`config.mk`:
```
export PLATFORM = sky130hd
export DESIGN_NAME = vga_timing_monitor
export DESIGN_NICKNAME = d
export VERILOG_FILES = /design/src/rtl/vga_timing_monitor.sv
export SDC_FILE = /design/constraint.sdc
export NUM_CORES = 1
export LEC_CHECK = 0
export BUFFER_PORTS_ARGS = -buffer_cell sky130_fd_sc_hd__buf_2
export CAP_MARGIN = 10
export CORE_AREA = 10 10 114 95
export CTS_CLUSTER_SIZE = 10
export DETAILED_ROUTE_END_ITERATION = 10
export DIE_AREA = 0 0 124 105
export PLACE_DENSITY_LB_ADDON = 0.3
export REMOVE_ABC_BUFFERS = 1
export SYNTH_ARGS = -nofsm -noshare
export SYNTH_HDL_FRONTEND = slang
export SYNTH_SLANG_ARGS = --single-unit
```
`constraint.sdc`:
```
create_clock -name clk -period 3.4 [get_ports clk]
set_input_delay 0.17 -clock clk [delete_from_list [all_inputs] [get_ports clk]]
set_output_delay 0.17 -clock clk [all_outputs]
set_load 0.01 [all_outputs]
```
`src/rtl/vga_timing_monitor.sv`:
```
// Passive VGA sync checker: rebuilds the raster position from hsync/vsync,
// verifies line/frame timing, reports lock, frame count and sticky errors.
module vga_timing_monitor #(
   parameter int unsigned H_TOTAL  = 800,
   parameter int unsigned H_SYNC   = 96,
   parameter int unsigned H_START  = 144,
   parameter int unsigned H_END    = 784,
   parameter int unsigned V_TOTAL  = 521,
   parameter int unsigned V_SYNC   = 2,
   parameter int unsigned V_START  = 31,
   parameter int unsigned V_END    = 511,
   parameter logic        SYNC_POL = 1'b0
) (
   input  logic       clk,
   input  logic       clr,
   input  logic       pix_en,
   input  logic       hsync,
   input  logic       vsync,
   input  logic       err_clr,
   output logic [9:0] x,
   output logic [9:0] y,
   output logic       active,
   output logic       locked,
   output logic [7:0] frame_cnt,
   output logic       err_h,
   output logic       err_v
);

   localparam logic [9:0] HT_M1 = 10'(H_TOTAL - 1);
   localparam logic [9:0] HS_M1 = 10'(H_SYNC - 1);
   localparam logic [9:0] HST   = 10'(H_START);
   localparam logic [9:0] HEN   = 10'(H_END);
   localparam logic [9:0] VT_M1 = 10'(V_TOTAL - 1);
   localparam logic [9:0] VS_W  = 10'(V_SYNC);
   localparam logic [9:0] VST   = 10'(V_START);
   localparam logic [9:0] VEN   = 10'(V_END);

   typedef enum logic [1:0] {SEARCH, H_ACQ, V_ACQ, LOCKED} state_t;

   state_t     state, state_nxt;
   logic       hs, vs, hs_d, vs_d;
   logic       hs_fall, hs_rise, vs_fall, vs_rise;
   logic [9:0] hcnt, vcnt, hcnt_nxt, vcnt_nxt;
   logic       line_e, frame_e, frame_inc;
   logic       active_nxt;
   logic [9:0] x_nxt, y_nxt;

   assign hs      = (hsync == SYNC_POL);
   assign vs      = (vsync == SYNC_POL);
   assign hs_fall = hs & ~hs_d;
   assign hs_rise = ~hs & hs_d;
   assign vs_fall = vs & ~vs_d;
   assign vs_rise = ~vs & vs_d;

   assign hcnt_nxt = hs_fall ? '0 : ((hcnt == '1) ? hcnt : hcnt + 10'd1);
   assign vcnt_nxt = vs_fall ? '0 :
                     (hs_fall ? ((vcnt == '1) ? vcnt : vcnt + 10'd1) : vcnt);

   // Falls are judged on the count that just ended; the vsync rise lands on
   // an hsync fall, so it is judged on the already-advanced line count.
   assign line_e  = (state != SEARCH) &&
                    ((hs_fall && hcnt != HT_M1) ||
                     (hs_rise && hcnt != HS_M1) ||
                     (hcnt_nxt == '1));
   assign frame_e = (state == LOCKED) &&
                    ((vs_fall && vcnt != VT_M1) ||
                     (vs_rise && vcnt_nxt != VS_W) ||
                     (vs_fall && !hs_fall) ||
                     (vcnt_nxt == '1));
   assign frame_inc = (state == LOCKED) && vs_fall && !line_e && !frame_e;

   always_ff @(posedge clk) begin
      if (!clr)
         state <= SEARCH;
      else if (pix_en)
         state <= state_nxt;
   end

   // An error sample that is itself an hsync fall restarts acquisition directly.
   always_comb begin
      state_nxt = state;
      case (state)
         SEARCH: if (hs_fall) state_nxt = H_ACQ;
         H_ACQ: begin
            if (line_e)       state_nxt = hs_fall ? H_ACQ : SEARCH;
            else if (hs_fall) state_nxt = V_ACQ;
         end
         V_ACQ: begin
            if (line_e)                  state_nxt = hs_fall ? H_ACQ : SEARCH;
            else if (vs_fall && hs_fall) state_nxt = LOCKED;
         end
         LOCKED: if (line_e || frame_e) state_nxt = hs_fall ? H_ACQ : SEARCH;
         default: state_nxt = SEARCH;
      endcase
   end

   always_comb begin
      active_nxt = (state_nxt == LOCKED) &&
                   (hcnt_nxt >= HST) && (hcnt_nxt < HEN) &&
                   (vcnt_nxt >= VST) && (vcnt_nxt < VEN);
      x_nxt = '0;
      y_nxt = '0;
      if (active_nxt) begin
         x_nxt = hcnt_nxt - HST;
         y_nxt = vcnt_nxt - VST;
      end
   end

   always_ff @(posedge clk) begin
      if (!clr) begin
         hcnt      <= '0;
         vcnt      <= '0;
         hs_d      <= 1'b0;
         vs_d      <= 1'b0;
         x         <= '0;
         y         <= '0;
         active    <= 1'b0;
         frame_cnt <= '0;
         err_h     <= 1'b0;
         err_v     <= 1'b0;
      end else if (pix_en) begin
         hcnt   <= hcnt_nxt;
         vcnt   <= vcnt_nxt;
         hs_d   <= hs;
         vs_d   <= vs;
         x      <= x_nxt;
         y      <= y_nxt;
         active <= active_nxt;
         if (frame_inc)
            frame_cnt <= frame_cnt + 8'd1;
         if (line_e)       err_h <= 1'b1;
         else if (err_clr) err_h <= 1'b0;
         if (frame_e)      err_v <= 1'b1;
         else if (err_clr) err_v <= 1'b0;
      end
   end

   assign locked = (state == LOCKED);

endmodule

```
==> results.md, run 1 <==
* Tightest Pin Transition at around 0.65 ns
* Pre-antenna DRT Iters at 6
* Crit Path Max Fanout at 9
* Clk_lat worst skew at 0.31 ns
* Storage cell area at ~1100 um^2
* Max-Cap Viols at 0
* Maximum clock frequency at 314 MHz
* Synth area leaders: dfxtp_1 (33%), nand2_1 (6.1%), mux2i_1 (5.4%), nor2_1 (4.9%), ha_1 (3.4%)
* Slew Limit Fails at 0
* WL final at around 9.5 mm
* Gr usage total at 13.7%
* Ports placed on the boundary at 38
* Synthesized area at about 3400 um^2
* Remaining antenna violation count at 0
* Leakage at 0.00164 uW
* Site Rows at 30
* Antenna cells at 0
* Critical path class: reg2reg
* I/O Buffers at 37
* DR iter-0 viols at 348
* Initial antenna violation count at 0
* Worst setup margin at 0.220 ns
* GPL Wtd Cong at 0.920
* FF+latch count, synth at 55
* Sw frac at between 20% and 30%
* RSZ-0062 raised after global routing: false
* Required time of the critical path at 3.66 ns
* Clock period minus worst slack at about 3.2 ns
* Outcome: finished, final reports clean
* Commonest non-fill, non-tap cell in the layout: nand2_1
* CP arrival at 3.44 ns
* Multi-input logic area at between 2000 and 2500 um^2
* Place WS at -0.0860 ns
* Cells after Synth at around 420
* Final hold violations at 0
* CP endpoint kind: flop
* Layout Nets at approximately 480
* Period utilisation layout at 93.5%
* Int Pwr at 825 uW
* Average wire per cell in the routed design at 16.4 um
* Final setup vio count at 0
* Setup crit start kind: flop
* Ys Warns at 0
* Compound-Gate Fraction of Synth Area at 22.3%
* TritonCTS buffer count at 5
* Sequential fraction of the synthesis area at 32.8%
* NetSw at 289 uW
* Area Growth Syn to Fin at 15.1%
* Share of layout cells above drive strength 1 at 19.7%
* Rel. slew slack at 56.8%
* Worst vdd ir at 0.146 mV
* Post-synth EDFFs at 0
* Via count at 3,344
* Die Ht at ~110 um
* Leading area contributor after synthesis: dfxtp_1
* Synth Area in Adders at 3.35%
* Worst Hold Class: in2reg
* Die ar. at 13,000 um^2
* Residual DRC at 0
* Hold WS at 0.141 ns
* Cell variety after synth at 66
* Global-route wire length before repair at ~15 mm
* # fillers at 842
* Largest net degree at the start of global routing at 27
* Clk network pwr share at just over 30%
* Clk_skew at 0.00776 ns
* Synth Flop Type: dfxtp_1
* Sequential Power Share at 58.9%
* Initial Utilization at roughly 40%
* Num Clock Sinks at 55
* Final Power at 1110 uW
* Average size of a mapped cell at 7.94 um^2
* Synth top area share at between 30% and 40%
* Post-synthesis xor/xnor area fraction at 3.39%
* Pwr/cell area at approximately 290 nW/um^2
* Simple-gate portion of the synthesized area at 27.1%
* Die Wd at 124 um
* HPWL after DPL at 6.99 mm
* CTS tree: yes
* Number of global-route vias before repair at 2,833
* H-tree lvl count at 2
* Share of flip-flops with an asynchronous set or reset at 0%
* Core area at around 8400 um^2
* CTS clk-pin slew, worst paths at around 0.1 ns
* Drt via density at 5.79
* Gr ovfl total at 0
* CTS Root Cell: clkbuf_8
* Most frequent cells in the layout: nand2_1 (55), dfxtp_1 (53), nor2_1 (43), buf_2 (37), buf_4 (28)
* Post-synthesis mux area share at about 5.4%
* Clock tree buffer depth at 2
* Combinational power share at 9.9%
* Largest family of logic cells by synthesized area: simple AND/OR/NAND/NOR gates
## state kept, by name, indices dropped and copies added (netlist names)
name	count
state	2
vs_d	1
x	10
vcnt	10
err_h	1
active	1
hcnt	10
frame_cnt	8
y	10
hs_d	1
err_v	1
## power groups by stage
stage,registers (uW),logic (uW),clock network [uW]
after floorplan,670,54.0,0
after global placement,670,104,0
after detailed placement,671,104,0
after CTS,656,106,361
after global routing,658,120,387
final,656,110,348
## layout make-up
class	count	area share (%)
Sequential cell	55	28.5
Inverter	15	1.46
Tap cell	112	3.62
Clock inverter	1	0.194
Multi-Input combinational cell	325	54.2
Timing Repair Buffer	65	10.2
Clock buffer	5	1.78
## cell families (layout without fill, tap and decap cells)
family,Yosys count,after routing
and+or+nand+nor,176,176
AOI/OAI and AO/OA,108,109
DFF,55,55
buffers and inverters,44,86
muxes,18,18
xor gates and xnor gates,13,13
adders and majority gates,9,9
## through the flow
step	cells	area (um^2)	utilization, %	TNS, ns
6_report	578	3870	45.8	0
3_3_place_gp	569	3740	44.3	0
4_1_cts	575	3830	45.3	0
2_1_floorplan	394	3220	-	0
5_1_grt	578	3870	45.8	0
3_5_place_dp	569	3740	44.3	-0.0860
## final timing paths
check | start | end | slack (ns) | cells after the start
hold / removal | vsync | vs_d | 0.14 | 2
setup reg to reg | vcnt[3] | err_v | 0.22 | 9
setup / recovery | vcnt[3] | err_v | 0.22 | 9
hold reg to reg | x[3] | x[3] | 0.44 | 2
## cells in the mapped netlist (3+ instances only)
library cell	count
mux2i_1	18
buf_6	3
o31ai_1	6
o21ai_1	21
and2_1	5
nor3_1	9
and4_1	4
xnor2_1	9
and3_1	4
dfxtp_1	55
a21oi_1	18
a211oi_1	6
o211a_1	5
buf_2	4
or2_1	3
a31oi_1	8
nand4_1	12
or3_1	4
nand2_1	55
o211ai_1	5
clkbuf_1	20
nand3_1	10
nor2_1	44
or4_1	7
inv_1	15
ha_1	9
nor4b_1	3
o2111ai_1	3
o21ai_0	9
xor2_1	4
## repair_timing
item / 4_1_cts / 5_1_grt
hold endpoints to repair: 0 / 0
endpoints found under the setup margin: 1 / 24
buffers inserted: 0 / 2
cloned: 0 / 1
hold buffers: 0 / 0
pin swaps: 0 / 2
resized for setup: 1 / 6
## metal layers
metal / share of wire, % / track usage (%)
met1: 47 / 20.5
met2: 41 / 19.1
met3: 10 / 2.74
met4: 1.1 / 3.53
met5: 0 / 0
## critical path, cell delays in order (launching register included)
cell	delay [ns]
dfxtp_1	0.49
and4_4	0.33
nand2_1	0.09
o311ai_1	0.36
ha_1	0.30
nand4_1	0.14
or4_4	0.48
or3_1	0.36
a2111oi_1	0.44
a31o_1	0.14
(Power assumes the default switching activity.)
==> run 2: changes to the inputs <==
- clock period: 3.4 -> 3.6 ns (I/O delays scaled with it)
==> run 2 against run 1 <==
- total power is 3.5% lower
- die area did not move
- highest routed layer unchanged
- sequential share of layout area is 0.46 points higher
- non-clock buffer count is 9 lower
- via count down 1.4%
- count of clock-buffer cells in the layout rose by 2
- global-route usage increased by 0.14 points
- critical endpoint unchanged
==> results.md, run 2 (synthesized netlist as in run 1, its figures left out) <==
* CTS Root Cell: clkbuf_8 (unchanged)
* CP arrival at 3.60 ns (was 3.44 ns)
* Rel. slew slack at 54.3% (was 56.8%)
* Clk network pwr share at 33.1% (was 31.2%)
* Slew Limit Fails at 0 (unchanged)
* Sequential Power Share at 57.8% (was 58.9%)
* HPWL after DPL at 6.94 mm (was 6.99 mm)
* Remaining antenna violation count at 0 (unchanged)
* Die ar. at 13,000 um^2 (unchanged)
* NetSw at 270 uW (was 289 uW)
* R2R setup slack at 0.25 ns (was 0.22 ns)
* Worst Hold Class: in2reg (unchanged)
* Die Wd at 124 um (unchanged)
* TritonCTS buffer count at 5 (unchanged)
* H-tree lvl count at 2 (unchanged)
* Layout Nets at 472 (was 482)
* WL final at 9.22 mm (was 9.48 mm)
* Final Power at 1070 uW (was 1110 uW)
* Gr usage total at 13.8% (was 13.7%)
* Maximum clock frequency at 299 MHz (was 314 MHz)
* Antenna cells at 0 (unchanged)
* Reg2reg end: err_v (unchanged)
* Initial Utilization at 39.8% (unchanged)
* Combinational power share at 9.1% (was 9.9%)
* Clk_skew at 0.0101 ns (was 0.00776 ns)
* Crit-path leading delay family: compound AO/OA/AOI/OAI gates (was simple AND/OR/NAND/NOR gates)
* Average wire per cell in the routed design at 16.2 um (was 16.4 um)
* Via count at 3,297 (was 3,344)
* Worst vdd ir at 0.141 mV (was 0.146 mV)
* Worst path max stage delay at 0.48 ns (was 0.49 ns)
* Gr ovfl total at 0 (unchanged)
* Worst path depth at 9 (unchanged)
* Core area at 8450 um^2 (unchanged)
* CTS Hold Buffers Added at 0 (unchanged)
* Ports placed on the boundary at 38 (unchanged)
* Num Clock Sinks at 55 (unchanged)
* CP startpoint: vcnt[0] (was vcnt[3])
* RSZ-0062 raised after global routing: false (unchanged)
* Number of global-route vias before repair at 2,915 (was 2,833)
* Final TNS setup at 0 ns (unchanged)
* CTS tree: yes (unchanged)
* GPL Wtd Cong at 0.950 (was 0.920)
* DR iter-0 viols at 269 (was 348)
* Clk_lat worst skew at 0.31 ns (about the same)
* Pwr/cell area at 283 nW/um^2 (was 288 nW/um^2)
* Buf+Inv Stages, Crit Path at 1 (was 0)
* CP endpoint kind: flop (unchanged)
* Critical path, cell by cell: ha_1 -> inv_1 -> o31a_1 -> a31oi_1 -> nand4_1 -> or4_4 -> or3_1 -> a2111oi_1 -> a31o_1 (was and4_4 -> nand2_1 -> o311ai_1 -> ha_1 -> nand4_1 -> or4_4 -> or3_1 -> a2111oi_1 -> a31o_1)
* Outcome: finished, final reports clean (unchanged)
* Most frequent cells in the layout: nand2_1 (55), dfxtp_1 (55), nor2_1 (43), buf_2 (37), o21ai_1 (21) (was nand2_1 (55), dfxtp_1 (53), nor2_1 (43), buf_2 (37), buf_4 (28))
* Final setup vio count at 0 (unchanged)
* Clock period minus worst slack at 3.35 ns (was 3.18 ns)
* Pre-antenna DRT Iters at 5 (was 6)
* Crit Path Max Fanout at 8 (was 9)
* FF-to-FF path depth at 9 (unchanged)
* Site Rows at 30 (unchanged)
* I/O Buffers at 37 (unchanged)
* Leakage at 0.00160 uW (was 0.00164 uW)
* Residual DRC at 0 (unchanged)
* Die Ht at 105 um (unchanged)
* Sw frac at 25.1% (was 25.9%)
* Worst Setup EP: err_v (unchanged)
* Area Growth Syn to Fin at 13.0% (was 15.1%)
* Required time of the critical path at 3.85 ns (was 3.66 ns)
* Critical path class: reg2reg (unchanged)
* Final hold violations at 0 (unchanged)
* Period utilisation layout at 93.0% (was 93.5%)
* FF-to-FF Start: vcnt[0] (was vcnt[3])
* Initial antenna violation count at 0 (unchanged)
* Largest net degree at the start of global routing at 33 (was 27)
* Worst path slowest cell: or4_4 (was dfxtp_1)
* Tightest Pin Transition at 0.684 ns (was 0.648 ns)
* Int Pwr at 805 uW (was 825 uW)
* CTS clk-pin slew, worst paths at 0.09 ns (was 0.10 ns)
* Share of layout cells above drive strength 1 at 17.2% (was 19.7%)
* Setup crit start kind: flop (unchanged)
* Drt via density at 5.78 (was 5.79)
* Clock tree buffer depth at 2 (unchanged)
* Max-Cap Viols at 0 (unchanged)
* Global-route wire length before repair at 15.2 mm (was 14.8 mm)
-- run 2: cell types whose count changed in the layout (fill, tap and decap cells not counted) --
cell        previous run  this run
buf_4                 28        19
clkbuf_1               0         1
clkbuf_8               5         6
clkinv_4               0         1
clkinvlp_4             1         0
dfxtp_1               53        55
dfxtp_2                2         0
ha_1                   8         9
ha_2                   1         0
o211ai_2               1         0
o21ai_1               20        21
o21ai_2                1         0
-- run 2: power groups by stage --
stage | clock network (uW) | registers (uW) | logic (uW)
after detailed placement | 0 | 636 | 94.5
after CTS | 372 | 622 | 95.4
after global routing | 391 | 623 | 106
final | 356 | 622 | 97.7
after floorplan | 0 | 633 | 51.0
after global placement | 0 | 635 | 93.6
-- run 2: worst min-delay path by stage --
| stage | start | slack, ns | end | depth (start not counted) |
|---|---|---|---|---|
| final | vsync | 0.17 | vs_d | 2 |
| after global routing | vsync | 0.17 | vs_d | 2 |
| after CTS | vsync | 0.15 | vs_d | 2 |
| after detailed placement | active | 0.43 | active | 2 |
| after global placement | x[3] | 0.42 | x[3] | 2 |
| after floorplan | pix_en | 0.27 | hs_d | 1 |
-- run 2: layout make-up --
cell class,instances,area (um^2)
clock inverters,1,8.76
fillers,847,4650
flip-flops and latches,55,1100
inverters,15,56.3
repair buffers,56,328
clock buffers,7,86.3
multi-input cells,324,2080
well taps,112,140
-- run 2: metrics by stage --
stage | cells | setup WS (ns) | cell area (um^2) | hold slack [ns] | utilization [%]
after global placement | 562 | 0.261 | 3690 | 0.423 | 43.7
after CTS | 570 | 0.113 | 3780 | 0.154 | 44.8
final | 570 | 0.253 | 3800 | 0.169 | 44.9
after detailed placement | 562 | 0.113 | 3690 | 0.433 | 43.7
after floorplan | 394 | 0.446 | 3220 | 0.275 | -
after global routing | 570 | 0.000578 | 3800 | 0.170 | 44.9
-- run 2: repair_timing --
action / in CTS / in global routing
endpoints found under the setup margin: 0 / 20
setup buffers: 0 / 0
resized for setup: 0 / 3
-- run 2: per-layer routing --
layer  wire [um]  share of wire, %  GRT usage, %  vias up
met5           0                 0             0        -
met4          72              0.78          2.87        0
met3         764               8.3          2.69        8
met2        3830                42          19.3      134
met1        4550                49          21.0     1529
li1            -                 -             -     1626
-- run 2: worst reg2reg max path, delay by kind of cell (launching register included) --
family                     cells  cell delay, ns
and+or+nand+nor                3            1.08
buffers and inverters          1            0.13
AOI/OAI and AO/OA              4            1.30
DFF                            1            0.47
adders and majority gates      1            0.30
